$ cat src/rtl/writeback_store_buffer.sv
// Writeback stage with an in-order store buffer.
// Retires one instruction per cycle into the register file (primary and
// special destination, plus in-use bit clearing). Stores are queued in a
// DEPTH-entry circular buffer and drained to the data cache one at a time
// over the reqcyc/reqack/writeack handshake. Loads in the memory stage can
// forward from the youngest buffered store to the same address.
module writeback_store_buffer #(
    parameter int ADDR_W = 64,
    parameter int DATA_W = 64,
    parameter int NREGS  = 16,
    parameter int DEPTH  = 4,
    parameter int TAG_W  = 16,
    parameter logic [TAG_W-1:0] WRITE_TAG = 16'h0000,
    localparam int REG_W = $clog2(NREGS),
    localparam int CNT_W = $clog2(DEPTH) + 1
) (
    input  logic              clk,
    input  logic              reset,
    input  logic              wb_valid,
    output logic              wb_ready,
    input  logic              wb_kill,
    input  logic              wb_dest_valid,
    input  logic [REG_W-1:0]  wb_dest_reg,
    input  logic [DATA_W-1:0] wb_result,
    input  logic              wb_spec_valid,
    input  logic [REG_W-1:0]  wb_spec_reg,
    input  logic [DATA_W-1:0] wb_spec_result,
    input  logic [NREGS-1:0]  wb_clr_mask,
    input  logic              wb_is_store,
    input  logic [ADDR_W-1:0] wb_store_addr,
    input  logic [DATA_W-1:0] wb_store_data,
    output logic              rf_we0,
    output logic [REG_W-1:0]  rf_idx0,
    output logic [DATA_W-1:0] rf_data0,
    output logic              rf_we1,
    output logic [REG_W-1:0]  rf_idx1,
    output logic [DATA_W-1:0] rf_data1,
    output logic [NREGS-1:0]  inuse_clr,
    output logic              wb_done,
    output logic              reqcyc,
    output logic [ADDR_W-1:0] req,
    output logic [DATA_W-1:0] reqdata,
    output logic [TAG_W-1:0]  reqtag,
    input  logic              reqack,
    input  logic              writeack,
    input  logic [ADDR_W-1:0] fwd_addr,
    output logic              fwd_hit,
    output logic [DATA_W-1:0] fwd_data,
    output logic [CNT_W-1:0]  store_count,
    output logic              store_done,
    output logic              drained
);

    localparam int PTR_W = $clog2(DEPTH);

    // Drain FSM encoding
    localparam logic [1:0] S_IDLE = 2'd0;
    localparam logic [1:0] S_REQ  = 2'd1;
    localparam logic [1:0] S_WAIT = 2'd2;
    localparam logic [1:0] S_DONE = 2'd3;

    localparam logic [CNT_W-1:0] FULL_CNT = CNT_W'(DEPTH);
    localparam logic [CNT_W-1:0] ONE_CNT  = CNT_W'(1);
    localparam logic [CNT_W-1:0] ZERO_CNT = {CNT_W{1'b0}};
    localparam logic [PTR_W-1:0] ONE_PTR  = PTR_W'(1);

    // One-hot in-use clear bit for a register, or nothing when not enabled.
    function automatic logic [NREGS-1:0] reg_onehot(input logic [REG_W-1:0] idx,
                                                    input logic en);
        logic [NREGS-1:0] v;
        v = {NREGS{1'b0}};
        if (en) begin
            v[idx] = 1'b1;
        end else begin
            v = {NREGS{1'b0}};
        end
        return v;
    endfunction

    // Retire path state
    logic              rf_we0_q, rf_we0_d;
    logic [REG_W-1:0]  rf_idx0_q, rf_idx0_d;
    logic [DATA_W-1:0] rf_data0_q, rf_data0_d;
    logic              rf_we1_q, rf_we1_d;
    logic [REG_W-1:0]  rf_idx1_q, rf_idx1_d;
    logic [DATA_W-1:0] rf_data1_q, rf_data1_d;
    logic [NREGS-1:0]  inuse_clr_q, inuse_clr_d;
    logic              wb_done_q, wb_done_d;

    // Store buffer state
    logic [ADDR_W-1:0] addr_mem_q [DEPTH];
    logic [ADDR_W-1:0] addr_mem_d [DEPTH];
    logic [DATA_W-1:0] data_mem_q [DEPTH];
    logic [DATA_W-1:0] data_mem_d [DEPTH];
    logic [PTR_W-1:0]  head_q, head_d;
    logic [PTR_W-1:0]  tail_q, tail_d;
    logic [CNT_W-1:0]  count_q, count_d;

    // Drain FSM and cache request registers
    logic [1:0]        state_q, state_d;
    logic              reqcyc_q, reqcyc_d;
    logic [ADDR_W-1:0] req_q, req_d;
    logic [DATA_W-1:0] reqdata_q, reqdata_d;
    logic [TAG_W-1:0]  reqtag_q, reqtag_d;
    logic              store_done_q, store_done_d;

    logic              wb_ready_s;
    logic              accept_s;
    logic              enq_s;
    logic              pop_s;
    logic              fwd_hit_s;
    logic [DATA_W-1:0] fwd_data_s;
    logic [PTR_W-1:0]  fwd_idx_s;
    logic              fwd_match_s;

    // Handshake decode: readiness comes only from the registered count
    always_comb begin
        wb_ready_s = (count_q < FULL_CNT);
        accept_s   = wb_valid && wb_ready_s;
        enq_s      = accept_s && !wb_kill && wb_is_store;
        pop_s      = (state_q == S_DONE);
    end

    // Next-cycle RF writes, in-use clears and retire pulse for an accepted instruction
    always_comb begin
        rf_we0_d = accept_s && !wb_kill && wb_dest_valid && !wb_is_store;
        rf_we1_d = accept_s && !wb_kill && wb_spec_valid;
        if (rf_we0_d) begin
            rf_idx0_d  = wb_dest_reg;
            rf_data0_d = wb_result;
        end else begin
            rf_idx0_d  = {REG_W{1'b0}};
            rf_data0_d = {DATA_W{1'b0}};
        end
        if (rf_we1_d) begin
            rf_idx1_d  = wb_spec_reg;
            rf_data1_d = wb_spec_result;
        end else begin
            rf_idx1_d  = {REG_W{1'b0}};
            rf_data1_d = {DATA_W{1'b0}};
        end
        // Clears apply even to squashed instructions so the scoreboard never leaks bits
        if (accept_s) begin
            inuse_clr_d = wb_clr_mask
                        | reg_onehot(wb_dest_reg, wb_dest_valid)
                        | reg_onehot(wb_spec_reg, wb_spec_valid);
        end else begin
            inuse_clr_d = {NREGS{1'b0}};
        end
        wb_done_d = accept_s;
    end

    // Circular buffer: enqueue at tail, pop at head, count tracks occupancy
    always_comb begin
        addr_mem_d = addr_mem_q;
        data_mem_d = data_mem_q;
        if (enq_s) begin
            addr_mem_d[tail_q] = wb_store_addr;
            data_mem_d[tail_q] = wb_store_data;
            tail_d             = tail_q + ONE_PTR;
        end else begin
            tail_d = tail_q;
        end
        if (pop_s) begin
            head_d = head_q + ONE_PTR;
        end else begin
            head_d = head_q;
        end
        case ({enq_s, pop_s})
            2'b10:   count_d = count_q + ONE_CNT;
            2'b01:   count_d = count_q - ONE_CNT;
            default: count_d = count_q;
        endcase
    end

    // Drain FSM: issue head entry, wait for accept and write completion, then pop
    always_comb begin
        state_d      = state_q;
        reqcyc_d     = reqcyc_q;
        req_d        = req_q;
        reqdata_d    = reqdata_q;
        reqtag_d     = reqtag_q;
        store_done_d = 1'b0;
        case (state_q)
            S_IDLE: begin
                if (count_q != ZERO_CNT) begin
                    state_d   = S_REQ;
                    reqcyc_d  = 1'b1;
                    req_d     = addr_mem_q[head_q];
                    reqdata_d = data_mem_q[head_q];
                    reqtag_d  = WRITE_TAG;
                end else begin
                    state_d = S_IDLE;
                end
            end
            S_REQ: begin
                if (reqack) begin
                    reqcyc_d = 1'b0;
                    if (writeack) begin
                        state_d = S_DONE;
                    end else begin
                        state_d = S_WAIT;
                    end
                end else begin
                    state_d = S_REQ;
                end
            end
            S_WAIT: begin
                if (writeack) begin
                    state_d = S_DONE;
                end else begin
                    state_d = S_WAIT;
                end
            end
            S_DONE: begin
                state_d      = S_IDLE;
                store_done_d = 1'b1;
            end
            default: begin
                state_d  = S_IDLE;
                reqcyc_d = 1'b0;
            end
        endcase
    end

    // Forwarding scan from oldest to youngest so the youngest match wins
    always_comb begin
        fwd_hit_s   = 1'b0;
        fwd_data_s  = {DATA_W{1'b0}};
        fwd_idx_s   = head_q;
        fwd_match_s = 1'b0;
        for (int i = 0; i < DEPTH; i++) begin
            fwd_idx_s   = head_q + PTR_W'(i);
            fwd_match_s = (CNT_W'(i) < count_q) && (addr_mem_q[fwd_idx_s] == fwd_addr);
            fwd_hit_s   = fwd_hit_s | fwd_match_s;
            fwd_data_s  = fwd_match_s ? data_mem_q[fwd_idx_s] : fwd_data_s;
        end
    end

    // State registers with synchronous active-low reset
    always_ff @(posedge clk) begin
        if (!reset) begin
            rf_we0_q     <= 1'b0;
            rf_idx0_q    <= {REG_W{1'b0}};
            rf_data0_q   <= {DATA_W{1'b0}};
            rf_we1_q     <= 1'b0;
            rf_idx1_q    <= {REG_W{1'b0}};
            rf_data1_q   <= {DATA_W{1'b0}};
            inuse_clr_q  <= {NREGS{1'b0}};
            wb_done_q    <= 1'b0;
            for (int i = 0; i < DEPTH; i++) begin
                addr_mem_q[i] <= {ADDR_W{1'b0}};
                data_mem_q[i] <= {DATA_W{1'b0}};
            end
            head_q       <= {PTR_W{1'b0}};
            tail_q       <= {PTR_W{1'b0}};
            count_q      <= ZERO_CNT;
            state_q      <= S_IDLE;
            reqcyc_q     <= 1'b0;
            req_q        <= {ADDR_W{1'b0}};
            reqdata_q    <= {DATA_W{1'b0}};
            reqtag_q     <= {TAG_W{1'b0}};
            store_done_q <= 1'b0;
        end else begin
            rf_we0_q     <= rf_we0_d;
            rf_idx0_q    <= rf_idx0_d;
            rf_data0_q   <= rf_data0_d;
            rf_we1_q     <= rf_we1_d;
            rf_idx1_q    <= rf_idx1_d;
            rf_data1_q   <= rf_data1_d;
            inuse_clr_q  <= inuse_clr_d;
            wb_done_q    <= wb_done_d;
            addr_mem_q   <= addr_mem_d;
            data_mem_q   <= data_mem_d;
            head_q       <= head_d;
            tail_q       <= tail_d;
            count_q      <= count_d;
            state_q      <= state_d;
            reqcyc_q     <= reqcyc_d;
            req_q        <= req_d;
            reqdata_q    <= reqdata_d;
            reqtag_q     <= reqtag_d;
            store_done_q <= store_done_d;
        end
    end

    assign wb_ready    = wb_ready_s;
    assign rf_we0      = rf_we0_q;
    assign rf_idx0     = rf_idx0_q;
    assign rf_data0    = rf_data0_q;
    assign rf_we1      = rf_we1_q;
    assign rf_idx1     = rf_idx1_q;
    assign rf_data1    = rf_data1_q;
    assign inuse_clr   = inuse_clr_q;
    assign wb_done     = wb_done_q;
    assign reqcyc      = reqcyc_q;
    assign req         = req_q;
    assign reqdata     = reqdata_q;
    assign reqtag      = reqtag_q;
    assign store_done  = store_done_q;
    assign store_count = count_q;
    assign fwd_hit     = fwd_hit_s;
    assign fwd_data    = fwd_data_s;
    assign drained     = (count_q == ZERO_CNT) && (state_q == S_IDLE);

endmodule

$ cat config.mk
export PLATFORM = sky130hd
export DESIGN_NAME = writeback_store_buffer
export DESIGN_NICKNAME = d
export VERILOG_FILES = /design/src/rtl/writeback_store_buffer.sv
export SDC_FILE = /design/constraint.sdc
export NUM_CORES = 2
export LEC_CHECK = 0
export CORE_MARGIN = 2
export CORE_UTILIZATION = 40
export DETAILED_ROUTE_END_ITERATION = 10
export SLEW_MARGIN = 40
export SYNTH_ARGS = -nofsm -noshare
export SYNTH_HDL_FRONTEND = slang
export SYNTH_SLANG_ARGS = --single-unit
$ cat constraint.sdc
create_clock -name clk -period 5.6 [get_ports clk]
set_clock_uncertainty 0.15 [all_clocks]
set_input_delay 1.4 -clock clk [delete_from_list [all_inputs] [get_ports clk]]
set_output_delay 1.4 -clock clk [all_outputs]
set_load 0.03 [all_outputs]
==> results_dict.tcl <==
set metrics [dict create \
    post-dp-hpwl_um 150000 \
    critPathMaxFanout 7 \
    detail_route.wl_per_cell_um 27.6 \
    setup_slack_ps -725 \
    slew-limit-headroom 0.384 \
    synth-async-reset-ratio 0 \
    final-hold-violation-count 0 \
    proportion_of_layout_cells_with_a_drive_suffix_above_1 0.247 \
    num-nets-final 6118 \
    die_area_mm2 0.120 \
    cts.sink_count 806 \
    finalHoldWorstSlack_ps 310 \
    multiInputGateArea_mm2 0.0292 \
    gpl.final_weighted_congestion 1.06 \
    power.density_mw_per_mm2 218 \
    final_cell_area_mm2 0.0640 \
    core.rowCount 125 \
    synthTopCellsByArea "sky130_fd_sc_hd__dfxtp_1 (34%), sky130_fd_sc_hd__mux4_2 (19%), sky130_fd_sc_hd__nand2_1 (10%)" \
    wirelength_um 204000 \
    viasPerCell 5.72 \
    endpoint_kind "output pin" \
    core_region_area_mm2 0.116 \
    slew_viol_final 0 \
    timing.setup.tns_ps -40200 \
    wire_length_of_the_first_global_routing_pass_um 292000 \
    grtUsageMet2 0.544 \
    buffer_ports.inserted 707 \
    die_h_um 347 \
    setup_viol_count_final 65 \
    fraction_of_the_yosys_area_taken_by_sequential_cells 0.343 \
    timing.critical_path.required_ps 4050 \
    grt_antenna_before_repair 58 \
    drt_first_iter_violations 3815 \
    cp.arrival_ps 4770 \
    cts.clk_slew.worst_paths_ps 60 \
    rsz0062_at_grt "true" \
    run_status "finished, violations left" \
    root_buffer "sky130_fd_sc_hd__clkbuf_16" \
    postSynthAreaPerCell_um2 9.75 \
    number_of_enable_flip_flop_cells_after_synthesis 0 \
    cts_htree_levels 3 \
    tightest_slew_ps 924 \
    clock_insertion_delay_at_the_later_pin_of_the_skew_report_ps 710 \
    maximum_root_to_sink_buffer_count 3 \
    yosysWarnings 0 \
    power.static_leakage_nw 21.5 \
    grt.busiest_layer "met2" \
    globalRoute.totalOverflow 0 \
    mostFrequentLayoutCells "sky130_fd_sc_hd__nand2_1 (1294), sky130_fd_sc_hd__dfxtp_1 (804), sky130_fd_sc_hd__clkdlybuf4s50_1 (633)" \
    met1_usage 0.412 \
    fillerInstances 10300 \
    drtPass1Iterations 5 \
    grt_start_max_net_pins 221 \
    fin_crit_sh 1.13 \
    violations "setup timing" \
    grt_use_met3 0.0711 \
    placed_cells_incl_taps 7108 \
    synth_seq_cells 806 \
    tritoncts "done" \
    max_clock_freq_ghz 0.158 \
    critPathKind "primary input to output pin" \
    layout.cells.non_filler 7387 \
    mostFrequentLayoutCell "sky130_fd_sc_hd__nand2_1" \
    place_area_mm2 0.0585 \
    grtUsageTotal 0.329 \
    area_leader_netlist "sky130_fd_sc_hd__dfxtp_1" \
    reg2regPathDepth 10 \
    die_w_um 347 \
    post_synth_instance_area_mm2 0.0470 \
    crit_path_start_kind "primary input" \
    post_route_drc 0 \
    starting_utilization_of_the_core_area 0.404 \
    synth_flop_cell "sky130_fd_sc_hd__dfxtp_1" \
    syn_inst 4822 \
    layout-area-overhead-vs-synth_pct 36.0 \
    finalCriticalPeriod_ps 6320 \
    synthDominantCellAreaShare 0.343 \
    timing.hold.worst_path_depth 2 \
    top_level_ports 724 \
    worst_ir_drop_vdd_v 0.000224 \
    hold_path_class "flop to flop" \
    regArea_mm2 0.0161 \
    max_cap_viol_count 0 \
    cts-buffers-inserted 95 \
    antenna_violating_nets_post_route 0 \
    first_global_vias 40500 \
    synth_cell_types 73 \
    dr_total_vias 42300 \
]
-- per-stage QoR --
step	worst slack, ps	power, mW	util
2_1_floorplan	91.8	6.57	-
4_1_cts	-671	14.0	0.545
5_1_grt	-773	14.3	0.550
6_report	-725	13.9	0.550
3_3_place_gp	-1190	7.40	0.502
3_5_place_dp	-1270	7.41	0.503
-- worst max-delay path: stages --
cell,delay [ps]
sky130_fd_sc_hd__clkdlybuf4s50_1,550
sky130_fd_sc_hd__buf_6,160
sky130_fd_sc_hd__o221ai_1,200
sky130_fd_sc_hd__a2111o_1,580
sky130_fd_sc_hd__nor4_4,310
sky130_fd_sc_hd__buf_4,160
sky130_fd_sc_hd__nand4_1,110
sky130_fd_sc_hd__buf_6,160
sky130_fd_sc_hd__and2_4,210
sky130_fd_sc_hd__buf_12,170
sky130_fd_sc_hd__buf_12,150
sky130_fd_sc_hd__buf_6,110
sky130_fd_sc_hd__a221oi_2,240
sky130_fd_sc_hd__a221oi_2,70
sky130_fd_sc_hd__buf_4,190
-- power by group --
group / internal [mW] / switching (mW)
logic: 0.689 / 0.794
clock network: 3.91 / 2.69
registers: 5.80 / 0.0595
-- layer usage --
layer  vias up  share of wire
met4        28          0.051
met2      1836           0.48
li1      19000              -
met1     21000           0.39
met5         -        0.00094
met3       424          0.077
-- final timing paths --
| check | endpoint | from | slack (ps) |
|---|---|---|---|
| setup reg to reg | reqdata[18] | head_q[1] | 2030 |
| hold reg to reg | req[61] | req[61] | 310 |
| hold / removal | req[61] | req[61] | 310 |
| setup / recovery | fwd_data[29] | fwd_addr[29] | -720 |
-- cell usage after synthesis, types with 45 or more instances --
master	number
sky130_fd_sc_hd__nand2_1	1299
sky130_fd_sc_hd__dfxtp_1	806
sky130_fd_sc_hd__a21boi_0	631
sky130_fd_sc_hd__mux4_2	387
sky130_fd_sc_hd__clkbuf_1	263
sky130_fd_sc_hd__and2_1	162
sky130_fd_sc_hd__xnor2_1	162
sky130_fd_sc_hd__inv_1	159
sky130_fd_sc_hd__mux2i_1	155
sky130_fd_sc_hd__a221oi_2	120
sky130_fd_sc_hd__buf_2	69
sky130_fd_sc_hd__mux2_2	47
sky130_fd_sc_hd__buf_4	45
-- cells by family (layout without fill, tap and decap cells) --
family / after synthesis / in the layout / synth area share
simple gates: 1628 / 1628 / 0.146
compound gates: 982 / 982 / 0.174
flops: 806 / 806 / 0.343
mux: 605 / 605 / 0.238
buf+inv: 603 / 1598 / 0.0612
xor+xnor: 188 / 188 / 0.0350
fa+ha+maj: 9 / 9 / 0.00239
other cells: 1 / 47 / 0.0000797
-- flip-flops by register name, indices dropped and copies added (netlist names) --
| register | flops |
|---|---|
| rf_idx1 | 4 |
| rf_data0 | 64 |
| rf_we0 | 1 |
| reqcyc | 1 |
| head_q | 2 |
| data_mem_q | 256 |
| addr_mem_q | 256 |
| wb_done | 1 |
| store_count | 3 |
| state_q | 2 |
| tail_q | 2 |
| rf_data1 | 64 |
| rf_idx0 | 4 |
| req | 64 |
| store_done | 1 |
| inuse_clr | 16 |
| reqdata | 64 |
| rf_we1 | 1 |
-- what timing repair did --
| action | CTS | global route |
|---|---|---|
| hold buffers | 0 | 0 |
| setup buffers | 55 | 12 |
| hold endpoints to repair | 0 | 0 |
| gates resized for setup | 148 | 58 |
| endpoints found under the setup margin | 65 | 65 |
| gates cloned | 10 | 1 |
| pin swaps | 29 | 22 |
-- area by class of cell --
cell class | count | area share
clock inverters | 41 | 0.00841
inverters | 161 | 0.00958
well taps | 1524 | 0.0298
multi-input cells | 3428 | 0.456
clock buffers | 132 | 0.0431
flip-flops and latches | 806 | 0.252
diodes | 31 | 0.00121
repair buffers | 1264 | 0.199
No activity file was read; power rests on OpenSTA's default activity.
